## src/rtl/fpadd_pkg.sv

```systemverilog
// Shared definitions for the half-precision adder result path: default widths,
// status bit positions and the packed result entry stored by the queue.
package fpadd_pkg;

    localparam int SIG_WIDTH = 10;
    localparam int EXP_WIDTH = 5;

    localparam int ST_ZERO     = 0;
    localparam int ST_INF      = 1;
    localparam int ST_INVALID  = 2;
    localparam int ST_TINY     = 3;
    localparam int ST_HUGE     = 4;
    localparam int ST_INEXACT  = 5;
    localparam int ST_HUGEINT  = 6;
    localparam int ST_COMPSPEC = 7;

    typedef struct packed {
        logic [SIG_WIDTH+EXP_WIDTH:0] z;
        logic [ST_COMPSPEC:0]         status;
    } fp_result_t;

endpackage

```

## src/rtl/fpadd_fifo_mem.sv

```systemverilog
// DEPTH x WIDTH register array: one synchronous write port and one
// asynchronous read port. Contents are deliberately left unreset.
module fpadd_fifo_mem #(
    parameter int DEPTH = 4,
    parameter int WIDTH = 24
) (
    input  logic                     clk,
    input  logic                     we,
    input  logic [$clog2(DEPTH)-1:0] waddr,
    input  logic [WIDTH-1:0]         wdata,
    input  logic [$clog2(DEPTH)-1:0] raddr,
    output logic [WIDTH-1:0]         rdata
);

    logic [WIDTH-1:0] mem_r [DEPTH];

    // Storage write on an accepted push.
    always_ff @(posedge clk) begin
        if (we) begin
            mem_r[waddr] <= wdata;
        end
    end

    assign rdata = mem_r[raddr];

endmodule

```

## src/rtl/fpadd_result_q.sv

```systemverilog
// In-order result queue behind the fp adder. Optional sticky exception flags
// are built when FPADD_STICKY_FLAGS_EN is defined.
module fpadd_result_q
    import fpadd_pkg::*;
#(
    parameter int SIG_WIDTH = fpadd_pkg::SIG_WIDTH,
    parameter int EXP_WIDTH = fpadd_pkg::EXP_WIDTH,
    parameter int DEPTH     = 4
) (
    input  logic                         clk,
    input  logic                         reset,
    input  logic                         in_valid,
    output logic                         in_ready,
    input  logic [SIG_WIDTH+EXP_WIDTH:0] in_z,
    input  logic [7:0]                   in_status,
    output logic                         out_valid,
    input  logic                         out_ready,
    output logic [SIG_WIDTH+EXP_WIDTH:0] out_z,
    output logic [7:0]                   out_status,
`ifdef FPADD_STICKY_FLAGS_EN
    input  logic                         sticky_clr,
    output logic [7:0]                   sticky_flags,
`endif
    output logic [$clog2(DEPTH):0]       count
);

    localparam int PW = $clog2(DEPTH);
    localparam int CW = PW + 1;

    logic [PW-1:0] wr_ptr_r;
    logic [PW-1:0] rd_ptr_r;
    logic [CW-1:0] count_r;
    logic          push_s;
    logic          pop_s;
    fp_result_t    wr_entry_s;
    fp_result_t    rd_entry_s;

    // Handshake flags come from registered count only, never from in_valid/out_ready.
    assign in_ready  = (count_r != CW'(DEPTH));
    assign out_valid = (count_r != {CW{1'b0}});
    assign push_s    = in_valid & in_ready;
    assign pop_s     = out_valid & out_ready;
    assign count     = count_r;

    assign wr_entry_s.z      = in_z;
    assign wr_entry_s.status = in_status;

    fpadd_fifo_mem #(
        .DEPTH (DEPTH),
        .WIDTH ($bits(fp_result_t))
    ) u_mem (
        .clk   (clk),
        .we    (push_s & ~reset),
        .waddr (wr_ptr_r),
        .wdata (wr_entry_s),
        .raddr (rd_ptr_r),
        .rdata (rd_entry_s)
    );

    // Pointer and occupancy tracking; reset discards the whole queue.
    always_ff @(posedge clk) begin
        if (reset) begin
            wr_ptr_r <= {PW{1'b0}};
            rd_ptr_r <= {PW{1'b0}};
            count_r  <= {CW{1'b0}};
        end else begin
            if (push_s) begin
                wr_ptr_r <= wr_ptr_r + {{(PW-1){1'b0}}, 1'b1};
            end
            if (pop_s) begin
                rd_ptr_r <= rd_ptr_r + {{(PW-1){1'b0}}, 1'b1};
            end
            case ({push_s, pop_s})
                2'b10:   count_r <= count_r + {{(CW-1){1'b0}}, 1'b1};
                2'b01:   count_r <= count_r - {{(CW-1){1'b0}}, 1'b1};
                default: count_r <= count_r;
            endcase
        end
    end

    // Head entry is masked to zero whenever the queue is empty.
    always_comb begin
        out_z      = '0;
        out_status = 8'h00;
        if (out_valid) begin
            out_z      = rd_entry_s.z;
            out_status = rd_entry_s.status;
        end else begin
            out_z      = '0;
            out_status = 8'h00;
        end
    end

`ifdef FPADD_STICKY_FLAGS_EN
    logic [7:0] sticky_r;

    // Clear and push in the same cycle leaves just the pushed status.
    always_ff @(posedge clk) begin
        if (reset) begin
            sticky_r <= 8'h00;
        end else begin
            sticky_r <= (sticky_clr ? 8'h00 : sticky_r) | (push_s ? in_status : 8'h00);
        end
    end

    assign sticky_flags = sticky_r;
`endif

endmodule

```

## config.mk

```make
export PLATFORM = sky130hd
export DESIGN_NAME = fpadd_result_q
export DESIGN_NICKNAME = d
export VERILOG_FILES = /design/src/rtl/fpadd_pkg.sv /design/src/rtl/fpadd_fifo_mem.sv /design/src/rtl/fpadd_result_q.sv
export SDC_FILE = /design/constraint.sdc
export NUM_CORES = 1
export LEC_CHECK = 0
export ABC_AREA = 1
export BUFFER_PORTS_ARGS = -buffer_cell sky130_fd_sc_hd__buf_4
export CAP_MARGIN = 5
export CORE_UTILIZATION = 50
export CTS_BUF_LIST = sky130_fd_sc_hd__clkbuf_4
export DETAILED_ROUTE_END_ITERATION = 8
export PLACE_DENSITY = 0.7
export SLEW_MARGIN = 0
export SYNTH_ARGS = -nofsm -noshare
export SYNTH_HDL_FRONTEND = slang
export SYNTH_HIERARCHICAL = 1
export SYNTH_SLANG_ARGS = --single-unit
```

## constraint.sdc

```tcl
create_clock -name clk -period 4.2 [get_ports clk]
set_input_delay 0.21 -clock clk [delete_from_list [all_inputs] [get_ports clk]]
set_output_delay 0.21 -clock clk [all_outputs]
set_load 0.02 [all_outputs]
```

==> results of run 1 <==
[cells in the mapped netlist (all sizes together)]
master,instances
a21oi,5
buf,15
clkbuf,2
dfxtp,7
edfxtp,96
fa,1
ha,1
inv,138
nand2,138
nand3,53
nor2,30
nor3,4
o21ai,2
[critical path: stages, from the launching register on]
cell                      delay (ns)
sky130_fd_sc_hd__dfxtp_1        0.44
sky130_fd_sc_hd__nor2_4         0.08
sky130_fd_sc_hd__nand2_4        0.08
sky130_fd_sc_hd__nand2_4        0.06
sky130_fd_sc_hd__nor2_1         0.09
sky130_fd_sc_hd__inv_1          0.10
sky130_fd_sc_hd__nor3_2         0.73
sky130_fd_sc_hd__buf_4          0.38
[cell families (layout without fill, tap and decap cells)]
kind of cell | after synthesis | after routing | share of synthesized area (%)
AND/OR/NAND/NOR | 225 | 225 | 20.7
buffers and inverters | 155 | 241 | 13.5
flip-flops | 103 | 103 | 64.3
AO/OA/AOI/OAI | 7 | 7 | 0.745
adder cells (fa/ha/maj) | 2 | 2 | 0.692
[worst paths after layout]
| path | start | end | slack [ns] | cells after the start |
|---|---|---|---|---|
| worst max register to register | count[1]$_SDFFE_PP0P_ | u_mem/mem_r[3][5]$_DFFE_PP_ | 1.94 | 7 |
| worst max-delay path | count[1]$_SDFFE_PP0P_ | u_mem/mem_r[3][5]$_DFFE_PP_ | 1.94 | 7 |
| worst min register to register | wr_ptr_r[0]$_SDFFE_PP0P_ | wr_ptr_r[0]$_SDFFE_PP0P_ | 0.56 | 2 |
| worst min-delay path | out_ready | rd_ptr_r[0]$_SDFFE_PP0P_ | 0.06 | 4 |
[layer usage]
| metal | part of all wire, % | up-vias |
|---|---|---|
| li1 | - | 1656 |
| met1 | 42 | 1527 |
| met2 | 50 | 78 |
| met3 | 4.5 | 21 |
| met4 | 3.1 | 0 |
| met5 | 0 | - |
[where the power goes]
part | switching, mW | internal (mW) | total (mW)
Sequential | 0.0316 | 1.18 | 1.22
Combinational | 0.790 | 0.437 | 1.23
Clock | 0.327 | 0.248 | 0.575
Total | 1.15 | 1.87 | 3.02
[cell type report]
type                    instances  area share (%)
multi-input cells             234            18.8
inverters                     138            9.24
clock buffers                   9            1.20
well taps                     111            2.47
clock inverters                 7            1.82
repair buffers                 87            12.7
flip-flops and latches        103            53.7
[stage by stage]
stage                     util, %  std cells  total power [mW]
after CTS                    61.5        689              3.05
final                        61.5        689              3.02
after floorplan                 -        492              2.09
after global placement       56.9        648              2.44
after global routing         61.5        689              3.20
after detailed placement     56.9        648              2.46
[registers in the layout, summed over array words and instances (netlist names)]
register and flops:
u_mem/mem_r 96, count 3, rd_ptr_r 2, wr_ptr_r 2
[repair_timing]
action / CTS / global route
resized for setup: 0 / 0
endpoints found under the hold margin: 99 / 0
buffers inserted: 0 / 0
hold buffers: 25 / 0
==> impl_results.html, run 1 <==
<table>
<tr><th>Metric</th><th>Value</th></tr>
<tr><th colspan="2">Status</th></tr>
<tr><td>Run status</td><td>complete, but fails checks</td></tr>
<tr><td>Violated checks</td><td>design-rule violations</td></tr>
<tr><th colspan="2">Global route</th></tr>
<tr><td>Routing usage on met1</td><td>between 20% and 30%</td></tr>
<tr><td>Overall overflow remaining after global route</td><td>0</td></tr>
<tr><td>GRT met2 Usage</td><td>36.3%</td></tr>
<tr><td>Wire length of the first global-routing pass</td><td>approximately 15000 um</td></tr>
<tr><td>Global route hottest layer</td><td>met2</td></tr>
<tr><td>Met3 track demand over resource in global routing</td><td>3.62%</td></tr>
<tr><td>Via count of the first global-routing pass</td><td>3291</td></tr>
<tr><td>Total global routing track utilization</td><td>20.3%</td></tr>
<tr><td>Number of antenna violations at the first check in global routing</td><td>0</td></tr>
<tr><td>Largest net degree at the start of global routing</td><td>53</td></tr>
<tr><th colspan="2">Clocking</th></tr>
<tr><td>CTS tree</td><td>built</td></tr>
<tr><td>TritonCTS Buffers</td><td>9</td></tr>
<tr><td>Root buffer cell</td><td>sky130_fd_sc_hd__clkbuf_4</td></tr>
<tr><td>H-tree levels</td><td>3</td></tr>
<tr><td>Clock slew at the register clock pins of the worst setup and hold paths</td><td>0.15 ns</td></tr>
<tr><td>Bufs on Longest Clock Path</td><td>2</td></tr>
<tr><td>Sink Count</td><td>about 100</td></tr>
<tr><td>Worst-Skew Late Latency</td><td>0.44 ns</td></tr>
<tr><th colspan="2">Floorplanning</th></tr>
<tr><td>DIE WIDTH</td><td>99.0 um</td></tr>
<tr><td>Overall die area</td><td>9790 um^2</td></tr>
<tr><td>Height of the die</td><td>99.0 um</td></tr>
<tr><td>Initial core utilization</td><td>about half</td></tr>
<tr><td>Std-Cell Rows</td><td>35</td></tr>
<tr><td>Count of pins on the block boundary</td><td>between 50 and 60</td></tr>
<tr><td>Core Area</td><td>9150 um^2</td></tr>
<tr><th colspan="2">STA</th></tr>
<tr><td>Period utilization</td><td>53.9%</td></tr>
<tr><td>Clock Skews</td><td>0.0196 ns</td></tr>
<tr><td>Setup repair after global routing missed its margin</td><td>no</td></tr>
<tr><td>Total setup violations reported at the end of the flow</td><td>0</td></tr>
<tr><td>Setup TNS</td><td>0 ns</td></tr>
<tr><td>Max-slew violations</td><td>0</td></tr>
<tr><td>Peak Freq</td><td>442 MHz</td></tr>
<tr><td>Number of hold-slack violations in the final timing report</td><td>0</td></tr>
<tr><td>Worst hold slack</td><td>0.0621 ns</td></tr>
<tr><td>Final critical delay including setup and external delays</td><td>about 2.3 ns</td></tr>
<tr><td>Transition time at the pin with the least slew margin</td><td>0.943 ns</td></tr>
<tr><td>Setup slack after layout</td><td>roughly 1.9 ns</td></tr>
<tr><td>Worst max-slew margin expressed relative to the limit</td><td>36.8%</td></tr>
<tr><th colspan="2">Layout</th></tr>
<tr><td>Sequential cell area in the final layout</td><td>approximately 3000 um^2</td></tr>
<tr><td>Diodes inserted</td><td>0</td></tr>
<tr><td>Area of all placed cells without fillers</td><td>between 5000 and 6000 um^2</td></tr>
<tr><td>Number of nets in the layout</td><td>603</td></tr>
<tr><td>Fraction of layout instances using a drive strength above 1</td><td>17.6%</td></tr>
<tr><td>Most frequent cells in the layout</td><td>sky130_fd_sc_hd__inv_1 (134), sky130_fd_sc_hd__nand2_1 (134), sky130_fd_sc_hd__edfxtp_1 (96), sky130_fd_sc_hd__buf_4 (62), sky130_fd_sc_hd__nand3_1 (53)</td></tr>
<tr><td>Area growth syn-to-layout</td><td>19.8%</td></tr>
<tr><td>Area of the multi-input gates</td><td>1060 um^2</td></tr>
<tr><td>FILL cells</td><td>around 740</td></tr>
<tr><th colspan="2">Place</th></tr>
<tr><td>Placement-stage worst setup slack</td><td>1.93 ns</td></tr>
<tr><td>Dpl hpwl</td><td>approximately 5400 um</td></tr>
<tr><td>Quantity of I/O buffers inserted on ports</td><td>56</td></tr>
<tr><td>Weighted congestion reported at the end of routability-driven placement</td><td>0.728</td></tr>
<tr><td>Placed cell area</td><td>about 5200 um^2</td></tr>
<tr><th colspan="2">Critical path</th></tr>
<tr><td>Sort of element at the end of the critical path</td><td>flip-flop</td></tr>
<tr><td>Startpoint-to-endpoint class of the critical path</td><td>flip-flop to flip-flop</td></tr>
<tr><td>Endpoint arrival time on the critical path</td><td>2.40 ns</td></tr>
<tr><td>Startpoint Class</td><td>flip-flop</td></tr>
<tr><td>Critical Path Fanout Max</td><td>14</td></tr>
<tr><td>Required @ worst endpoint</td><td>4.34 ns</td></tr>
<tr><th colspan="2">Routing</th></tr>
<tr><td>Number of routed nets with antenna violations</td><td>0</td></tr>
<tr><td>Via density per instance</td><td>roughly 4.8</td></tr>
<tr><td>Drt wl/cell</td><td>~13 um</td></tr>
<tr><td>Count of routing violations after the opening detailed-route iteration</td><td>135</td></tr>
<tr><td>Detailed-route wire length</td><td>9080 um</td></tr>
<tr><td>Via count</td><td>3282</td></tr>
<tr><td>Remaining DRCs</td><td>1</td></tr>
<tr><td>Drt pass-1 iters</td><td>6</td></tr>
<tr><th colspan="2">Yosys</th></tr>
<tr><td>Synth Area per Inst</td><td>9.55 um^2</td></tr>
<tr><td>Seq/Total Area, Yosys</td><td>64.3%</td></tr>
<tr><td>Synthesized area</td><td>4700 um^2</td></tr>
<tr><td>Cell types with the largest area share after synthesis</td><td>sky130_fd_sc_hd__edfxtp_1 (61%), sky130_fd_sc_hd__inv_1 (11%), sky130_fd_sc_hd__nand2_1 (11%)</td></tr>
<tr><td>Area share of the largest cell type after synthesis</td><td>61.3%</td></tr>
<tr><td>Number of instances in the synthesized netlist</td><td>492</td></tr>
<tr><td>Cell type contributing the most total cell area after synthesis</td><td>sky130_fd_sc_hd__edfxtp_1</td></tr>
<tr><td>Unique cell type count in the Yosys netlist</td><td>22</td></tr>
<tr><td>Syn_nets</td><td>about 520</td></tr>
<tr><td>Ys Warns</td><td>6</td></tr>
<tr><td>Synthesized flop and latch total</td><td>103</td></tr>
<tr><th colspan="2">Run</th></tr>
<tr><td>Number of maximum-capacitance violations</td><td>0</td></tr>
<tr><th colspan="2">Power and ir drop</th></tr>
<tr><td>Power per cell area</td><td>approximately 540 nW/um^2</td></tr>
<tr><td>VDD IR-drop max</td><td>0.000564 V</td></tr>
<tr><td>Leakage power of the design</td><td>2.68 nW</td></tr>
<tr><th colspan="2">Min path</th></tr>
<tr><td>Type of the worst min-delay path</td><td>input port to flip-flop</td></tr>
</table>
Note: power is estimated with default switching activity, not from simulation.
==> run 2, diff against run 1 <==
- PLACE_DENSITY: 0.7 -> 0.73
- clock period: 4.2 -> 1.85 ns (I/O delays scaled with it)
==> run 2 against run 1 <==
- the flow now finishes without violations
- hold slack improved by 0.32 ns
- power increased by 130%
- largest power group unchanged
- clock power increased by 110%
==> impl_results.html, run 2 (synthesis results as in run 1) <==
<table>
<tr><th>Metric</th><th>Value</th></tr>
<tr><th colspan="2">Status</th></tr>
<tr><td>Run status</td><td>completed</td></tr>
<tr><th colspan="2">STA</th></tr>
<tr><td>Setup repair after global routing missed its margin</td><td>no</td></tr>
<tr><td>Total setup violations reported at the end of the flow</td><td>0</td></tr>
<tr><td>Number of hold-slack violations in the final timing report</td><td>0</td></tr>
<tr><td>Clock Skews</td><td>about 0.019 ns</td></tr>
<tr><td>Transition time at the pin with the least slew margin</td><td>0.303 ns</td></tr>
<tr><td>Period utilization</td><td>94.4%</td></tr>
<tr><td>Final critical delay including setup and external delays</td><td>1.75 ns</td></tr>
<tr><td>Max-slew violations</td><td>0</td></tr>
<tr><td>Worst hold slack</td><td>0.382 ns</td></tr>
<tr><td>Worst max-slew margin expressed relative to the limit</td><td>79.8%</td></tr>
<tr><td>Setup TNS</td><td>0 ns</td></tr>
<tr><td>Peak Freq</td><td>~570 MHz</td></tr>
<tr><td>Setup slack after layout</td><td>0.103 ns</td></tr>
<tr><th colspan="2">Power and ir drop</th></tr>
<tr><td>Total net switching power</td><td>approximately 2.7 mW</td></tr>
<tr><td>Power per cell area</td><td>1200 nW/um^2</td></tr>
<tr><td>Internal power consumption</td><td>4.31 mW</td></tr>
<tr><td>Clock share of power</td><td>approximately 17%</td></tr>
<tr><td>Overall power of the completed layout</td><td>7.05 mW</td></tr>
<tr><td>Leakage power of the design</td><td>about 2.8 nW</td></tr>
<tr><td>Logic pwr share</td><td>43.5%</td></tr>
<tr><td>Sequential share of power</td><td>39.6%</td></tr>
<tr><td>Switching share of total power</td><td>38.8%</td></tr>
<tr><td>VDD IR-drop max</td><td>0.000930 V</td></tr>
<tr><th colspan="2">Clocking</th></tr>
<tr><td>Clock slew at the register clock pins of the worst setup and hold paths</td><td>0.17 ns</td></tr>
<tr><td>H-tree levels</td><td>3</td></tr>
<tr><td>Root buffer cell</td><td>sky130_fd_sc_hd__clkbuf_4</td></tr>
<tr><td>Bufs on Longest Clock Path</td><td>2</td></tr>
<tr><td>Sink Count</td><td>103</td></tr>
<tr><td>Worst-Skew Late Latency</td><td>roughly 0.45 ns</td></tr>
<tr><td>CTS tree</td><td>built</td></tr>
<tr><td>TritonCTS Buffers</td><td>9</td></tr>
<tr><th colspan="2">Global route</th></tr>
<tr><td>Overall overflow remaining after global route</td><td>0</td></tr>
<tr><td>Via count of the first global-routing pass</td><td>3276</td></tr>
<tr><td>Largest net degree at the start of global routing</td><td>39</td></tr>
<tr><td>Total global routing track utilization</td><td>a little over a fifth</td></tr>
<tr><td>Wire length of the first global-routing pass</td><td>15400 um</td></tr>
<tr><td>Number of antenna violations at the first check in global routing</td><td>0</td></tr>
<tr><th colspan="2">Routing</th></tr>
<tr><td>Number of routed nets with antenna violations</td><td>0</td></tr>
<tr><td>Remaining DRCs</td><td>0</td></tr>
<tr><td>Via count</td><td>between 3000 and 4000</td></tr>
<tr><td>Drt pass-1 iters</td><td>4</td></tr>
<tr><td>Drt wl/cell</td><td>13.7 um</td></tr>
<tr><td>Count of routing violations after the opening detailed-route iteration</td><td>190</td></tr>
<tr><td>Via density per instance</td><td>4.77</td></tr>
<tr><td>Detailed-route wire length</td><td>approximately 9600 um</td></tr>
<tr><th colspan="2">Floorplanning</th></tr>
<tr><td>DIE WIDTH</td><td>roughly 100 um</td></tr>
<tr><td>Count of pins on the block boundary</td><td>57</td></tr>
<tr><td>Overall die area</td><td>a little under 10000 um^2</td></tr>
<tr><td>Height of the die</td><td>99.0 um</td></tr>
<tr><td>Initial core utilization</td><td>approximately half</td></tr>
<tr><td>Std-Cell Rows</td><td>35</td></tr>
<tr><td>Core Area</td><td>around 9200 um^2</td></tr>
<tr><th colspan="2">Place</th></tr>
<tr><td>Quantity of I/O buffers inserted on ports</td><td>56</td></tr>
<tr><td>Weighted congestion reported at the end of routability-driven placement</td><td>approximately 0.77</td></tr>
<tr><td>Placement-stage worst setup slack</td><td>approximately 0.012 ns</td></tr>
<tr><td>Dpl hpwl</td><td>just under 6000 um</td></tr>
<tr><th colspan="2">Run</th></tr>
<tr><td>Number of maximum-capacitance violations</td><td>0</td></tr>
<tr><th colspan="2">Layout</th></tr>
<tr><td>Diodes inserted</td><td>0</td></tr>
<tr><td>Area growth syn-to-layout</td><td>25.5%</td></tr>
<tr><td>Number of nets in the layout</td><td>just over 600</td></tr>
<tr><td>Most common cell after layout, fill and taps aside</td><td>sky130_fd_sc_hd__nand2_1</td></tr>
<tr><td>Most frequent cells in the layout</td><td>sky130_fd_sc_hd__nand2_1 (134), sky130_fd_sc_hd__inv_1 (132), sky130_fd_sc_hd__edfxtp_1 (96), sky130_fd_sc_hd__buf_4 (65), sky130_fd_sc_hd__nand3_1 (53)</td></tr>
<tr><td>Fraction of layout instances using a drive strength above 1</td><td>20.8%</td></tr>
<tr><td>Number of flip-flops under the largest register name</td><td>96</td></tr>
<tr><td>Top reg by flops</td><td>u_mem/mem_r</td></tr>
<tr><th colspan="2">Critical path</th></tr>
<tr><td>Worst Path Buf+Inv</td><td>4</td></tr>
<tr><td>Sort of element at the end of the critical path</td><td>flip-flop</td></tr>
<tr><td>Worst-path cell with the longest stage delay</td><td>sky130_fd_sc_hd__dfxtp_2</td></tr>
<tr><td>Crit-path max cell delay</td><td>0.41 ns</td></tr>
<tr><td>Required @ worst endpoint</td><td>2.19 ns</td></tr>
<tr><td>Startpoint Class</td><td>flip-flop</td></tr>
<tr><td>Startpoint-to-endpoint class of the critical path</td><td>flip-flop to flip-flop</td></tr>
<tr><td>Endpoint arrival time on the critical path</td><td>between 2 and 2.5 ns</td></tr>
<tr><td>Worst-path cell chain</td><td>inv_2, nand2_4, nand2_2, inv_2, ha_4, inv_1, fa_2, inv_1, nand2_1, nand3_1, nand2_1, nand2_1, nor2_1</td></tr>
<tr><td>Cell seen most often among critical-path stages</td><td>sky130_fd_sc_hd__nand2_1</td></tr>
<tr><td>Critical Path Fanout Max</td><td>5</td></tr>
<tr><td>Cell family with the largest share of critical-path delay</td><td>simple AND/OR/NAND/NOR gates</td></tr>
<tr><th colspan="2">Min path</th></tr>
<tr><td>Type of the worst min-delay path</td><td>input port to flip-flop</td></tr>
</table>
[run 2: changes by cell type in the layout (fill, tap and decap cells not counted), moves of 4 or more]
cell / before / now
sky130_fd_sc_hd__buf_12: 0 / 7
sky130_fd_sc_hd__dfxtp_1: 6 / 2
sky130_fd_sc_hd__nor3_2: 4 / 0
sky130_fd_sc_hd__nor3_4: 0 / 4
[run 2: final timing paths]
path,from,end,slack [ns],cells past startpoint
hold / removal,in_z[11],u_mem/mem_r[1][19]$_DFFE_PP_,0.38,2
hold reg to reg,wr_ptr_r[1]$_SDFFE_PP0P_,wr_ptr_r[1]$_SDFFE_PP0P_,0.61,2
setup reg to reg,count[2]$_SDFFE_PP0P_,count[2]$_SDFFE_PP0P_,0.10,13
setup / recovery,count[2]$_SDFFE_PP0P_,count[2]$_SDFFE_PP0P_,0.10,13
[run 2: stage by stage]
step                      area, um^2  utilization, %  instances
after floorplan                 4760               -        492
after global placement          5360            58.6        655
after detailed placement        5360            58.6        655
after CTS                       5820            63.6        701
after global routing            5900            64.4        703
final                           5900            64.4        703
[run 2: layout make-up]
cell class	count	area, um^2
Inverter	138	532
Sequential cell	103	3040
Timing Repair Buffer	101	933
Tap cell	111	139
Clock inverter	7	81.3
Multi-Input combinational cell	234	1110
Fill cell	715	3250
Clock buffer	9	67.6
[run 2: metal layers]
layer / wire (um) / up-vias / global-route usage, %
met5: 0 / - / 0
met4: 155 / 0 / 8.73
met3: 474 / 14 / 4.33
met2: 5200 / 99 / 37.8
met1: 3780 / 1556 / 24.1
li1: - / 1684 / -
[run 2: repair_timing]
action	in CTS	in global routing
gates resized for setup	5	13
hold buffers	28	0
endpoints found under the setup margin	20	24
pin swaps	0	1
gates cloned	0	1
buffers inserted	2	1
endpoints found under the hold margin	103	0
[run 2: power groups by stage]
stage	clock network (mW)	registers [mW]	logic, mW
2_1_floorplan	0	2.86	1.90
3_3_place_gp	0	2.82	2.81
5_1_grt	1.31	2.81	3.35
4_1_cts	1.22	2.78	2.95
6_report	1.19	2.79	3.07
3_5_place_dp	0	2.83	2.87
==> run 3, diff against run 2 <==
- PLACE_DENSITY: 0.73 -> 0.7
- clock period: 1.85 -> 2.2 ns (I/O delays scaled with it)
==> run 3 against run 2 <==
- power down 20%
- combinational power fell by 23%
- first-iteration DRC count is 29% lower
- flip-flop and latch count stayed put
- cell area shrank 3.5%
- hold slack better by 0.028 ns
- wire length fell by 8.3%
- sequential power fell by 16%
- sequential share of layout area rose by 1.6 points
- final cell count is 0.85% lower
- critical endpoint is now out_z[9]
==> impl_results.html, run 3 (synthesis results as in run 1) <==
<table>
<tr><th>Metric</th><th>Value</th></tr>
<tr><th colspan="2">STA</th></tr>
<tr><td>Setup TNS</td><td>0 ns</td></tr>
<tr><td>Number of hold-slack violations in the final timing report</td><td>0</td></tr>
<tr><td>Setup repair after global routing missed its margin</td><td>no</td></tr>
<tr><td>Max-slew violations</td><td>0</td></tr>
<tr><td>Total setup violations reported at the end of the flow</td><td>0</td></tr>
<tr><td>Worst hold slack</td><td>around 0.41 ns</td></tr>
<tr><td>Clock Skews</td><td>between 0.01 and 0.015 ns</td></tr>
<tr><td>Setup slack after layout</td><td>0.282 ns</td></tr>
<tr><td>Peak Freq</td><td>approximately 520 MHz</td></tr>
<tr><td>Worst max-slew margin expressed relative to the limit</td><td>roughly two thirds</td></tr>
<tr><td>Period utilization</td><td>87.2%</td></tr>
<tr><td>Transition time at the pin with the least slew margin</td><td>0.508 ns</td></tr>
<tr><td>Final critical delay including setup and external delays</td><td>1.92 ns</td></tr>
<tr><th colspan="2">Routing</th></tr>
<tr><td>Detailed-route wire length</td><td>8810 um</td></tr>
<tr><td>Via count</td><td>3204</td></tr>
<tr><td>Remaining DRCs</td><td>0</td></tr>
<tr><td>Drt wl/cell</td><td>12.6 um</td></tr>
<tr><td>Via density per instance</td><td>4.60</td></tr>
<tr><td>Drt pass-1 iters</td><td>4</td></tr>
<tr><td>Number of routed nets with antenna violations</td><td>0</td></tr>
<tr><td>Count of routing violations after the opening detailed-route iteration</td><td>135</td></tr>
<tr><th colspan="2">Place</th></tr>
<tr><td>Quantity of I/O buffers inserted on ports</td><td>between 50 and 60</td></tr>
<tr><td>Placement-stage worst setup slack</td><td>0.417 ns</td></tr>
<tr><td>Dpl hpwl</td><td>5420 um</td></tr>
<tr><td>Placed cell area</td><td>~5300 um^2</td></tr>
<tr><td># placed instances</td><td>653</td></tr>
<tr><td>Weighted congestion reported at the end of routability-driven placement</td><td>around 0.73</td></tr>
<tr><th colspan="2">Critical path</th></tr>
<tr><td>Sort of element at the end of the critical path</td><td>output pin</td></tr>
<tr><td>Required @ worst endpoint</td><td>2.09 ns</td></tr>
<tr><td>Cell family with the largest share of critical-path delay</td><td>buffers and inverters</td></tr>
<tr><td>Crit-path max cell delay</td><td>about 0.42 ns</td></tr>
<tr><td>Critical Path Fanout Max</td><td>48</td></tr>
<tr><td>Worst-path cell chain</td><td>inv_2, buf_4, nand2_1, nand3_1, nand2_1, inv_1, nor2_2, buf_4</td></tr>
<tr><td>Startpoint-to-endpoint class of the critical path</td><td>flip-flop to output pin</td></tr>
<tr><td>Worst-path cell with the longest stage delay</td><td>sky130_fd_sc_hd__buf_4</td></tr>
<tr><td>Worst Path Buf+Inv</td><td>4</td></tr>
<tr><td>Startpoint Class</td><td>flip-flop</td></tr>
<tr><td>Endpoint arrival time on the critical path</td><td>1.81 ns</td></tr>
<tr><th colspan="2">Layout</th></tr>
<tr><td>Filler-free cell count of the finished design</td><td>697</td></tr>
<tr><td>Number of nets in the layout</td><td>611</td></tr>
<tr><td>Area growth syn-to-layout</td><td>21.1%</td></tr>
<tr><td>Sequential cell area in the final layout</td><td>3020 um^2</td></tr>
<tr><td>Most frequent cells in the layout</td><td>sky130_fd_sc_hd__inv_1 (134), sky130_fd_sc_hd__nand2_1 (134), sky130_fd_sc_hd__edfxtp_1 (96), sky130_fd_sc_hd__buf_4 (67), sky130_fd_sc_hd__nand3_1 (53)</td></tr>
<tr><td>Share of the core filled with cells in the final layout</td><td>62.2%</td></tr>
<tr><td>Diodes inserted</td><td>0</td></tr>
<tr><td>Area of the multi-input gates</td><td>around 1100 um^2</td></tr>
<tr><td>Fraction of layout instances using a drive strength above 1</td><td>a little under a fifth</td></tr>
<tr><td>Area of all placed cells without fillers</td><td>5690 um^2</td></tr>
<tr><td>Number of flip-flops under the largest register name</td><td>96</td></tr>
<tr><td>FILL cells</td><td>747</td></tr>
<tr><td>Top reg by flops</td><td>u_mem/mem_r</td></tr>
<tr><th colspan="2">Clocking</th></tr>
<tr><td>Root buffer cell</td><td>sky130_fd_sc_hd__clkbuf_4</td></tr>
<tr><td>Bufs on Longest Clock Path</td><td>2</td></tr>
<tr><td>Clock slew at the register clock pins of the worst setup and hold paths</td><td>about 0.16 ns</td></tr>
<tr><td>H-tree levels</td><td>3</td></tr>
<tr><td>Sink Count</td><td>~100</td></tr>
<tr><td>Setup Fix Bufs, Post-CTS</td><td>0</td></tr>
<tr><td>Worst-Skew Late Latency</td><td>between 0.4 and 0.5 ns</td></tr>
<tr><td>CTS tree</td><td>built</td></tr>
<tr><td>TritonCTS Buffers</td><td>9</td></tr>
<tr><th colspan="2">Power and ir drop</th></tr>
<tr><td>Overall power of the completed layout</td><td>5.64 mW</td></tr>
<tr><td>VDD IR-drop max</td><td>0.000575 V</td></tr>
<tr><td>Leakage power of the design</td><td>2.72 nW</td></tr>
<tr><td>Power per cell area</td><td>990 nW/um^2</td></tr>
<tr><th colspan="2">Global route</th></tr>
<tr><td>Total global routing track utilization</td><td>about a fifth</td></tr>
<tr><td>Largest net degree at the start of global routing</td><td>49</td></tr>
<tr><td>Number of antenna violations at the first check in global routing</td><td>0</td></tr>
<tr><td>Wire length of the first global-routing pass</td><td>14900 um</td></tr>
<tr><td>Overall overflow remaining after global route</td><td>0</td></tr>
<tr><td>Via count of the first global-routing pass</td><td>between 3000 and 4000</td></tr>
<tr><th colspan="2">Floorplanning</th></tr>
<tr><td>Core Area</td><td>9150 um^2</td></tr>
<tr><td>Height of the die</td><td>99.0 um</td></tr>
<tr><td>Overall die area</td><td>9790 um^2</td></tr>
<tr><td>Initial core utilization</td><td>51.4%</td></tr>
<tr><td>DIE WIDTH</td><td>99.0 um</td></tr>
<tr><td>Count of pins on the block boundary</td><td>57</td></tr>
<tr><td>Std-Cell Rows</td><td>35</td></tr>
<tr><th colspan="2">Min path</th></tr>
<tr><td>Type of the worst min-delay path</td><td>input port to flip-flop</td></tr>
<tr><th colspan="2">Run</th></tr>
<tr><td>Number of maximum-capacitance violations</td><td>0</td></tr>
<tr><th colspan="2">Status</th></tr>
<tr><td>Run status</td><td>completed</td></tr>
</table>
==> run 3: report_power, final <==
group | switching [mW] | internal [mW] | total, mW
Clock | 0.608 | 0.349 | 0.957
Combinational | 1.50 | 0.858 | 2.35
Sequential | 0.0658 | 2.26 | 2.33
==> run 3: cell type report <==
class	instances	share of cell area, %
Clock buffer	9	1.19
Timing Repair Buffer	95	13.8
Inverter	138	9.14
Multi-Input combinational cell	234	19.1
Sequential cell	103	53.1
Tap cell	111	2.44
Clock inverter	7	1.27
==> run 3: worst paths after layout <==
path,from,end,depth (start not counted),slack (ns)
max,rd_ptr_r[0]$_SDFFE_PP0P_,out_z[9],8,0.28
min,in_z[14],u_mem/mem_r[3][22]$_DFFE_PP_,2,0.41
max reg2reg,count[2]$_SDFFE_PP0P_,count[2]$_SDFFE_PP0P_,13,0.41
min reg2reg,wr_ptr_r[1]$_SDFFE_PP0P_,wr_ptr_r[1]$_SDFFE_PP0P_,2,0.62
==> run 3: repair_timing <==
item | in CTS | in global routing
hold buffers | 28 | 0
hold endpoints to repair | 102 | 0
gates resized for setup | 0 | 0
==> run 3: layer usage <==
layer	global-route usage, %	share of wire [%]	up-vias	wire length, um
met2	33.0	49	69	4280
met3	2.84	3.3	13	291
li1	-	-	1667	-
met5	0	0	-	0
met1	26.0	46	1455	4070
met4	9.76	2.0	0	175
==> run 3: worst register-to-register path, delay by kind of cell (launching register included) <==
kind          cells  cell delay [ns]
buf+inv           4             0.27
fa+ha+maj         2             0.55
simple gates      7             0.46
flops             1             0.44
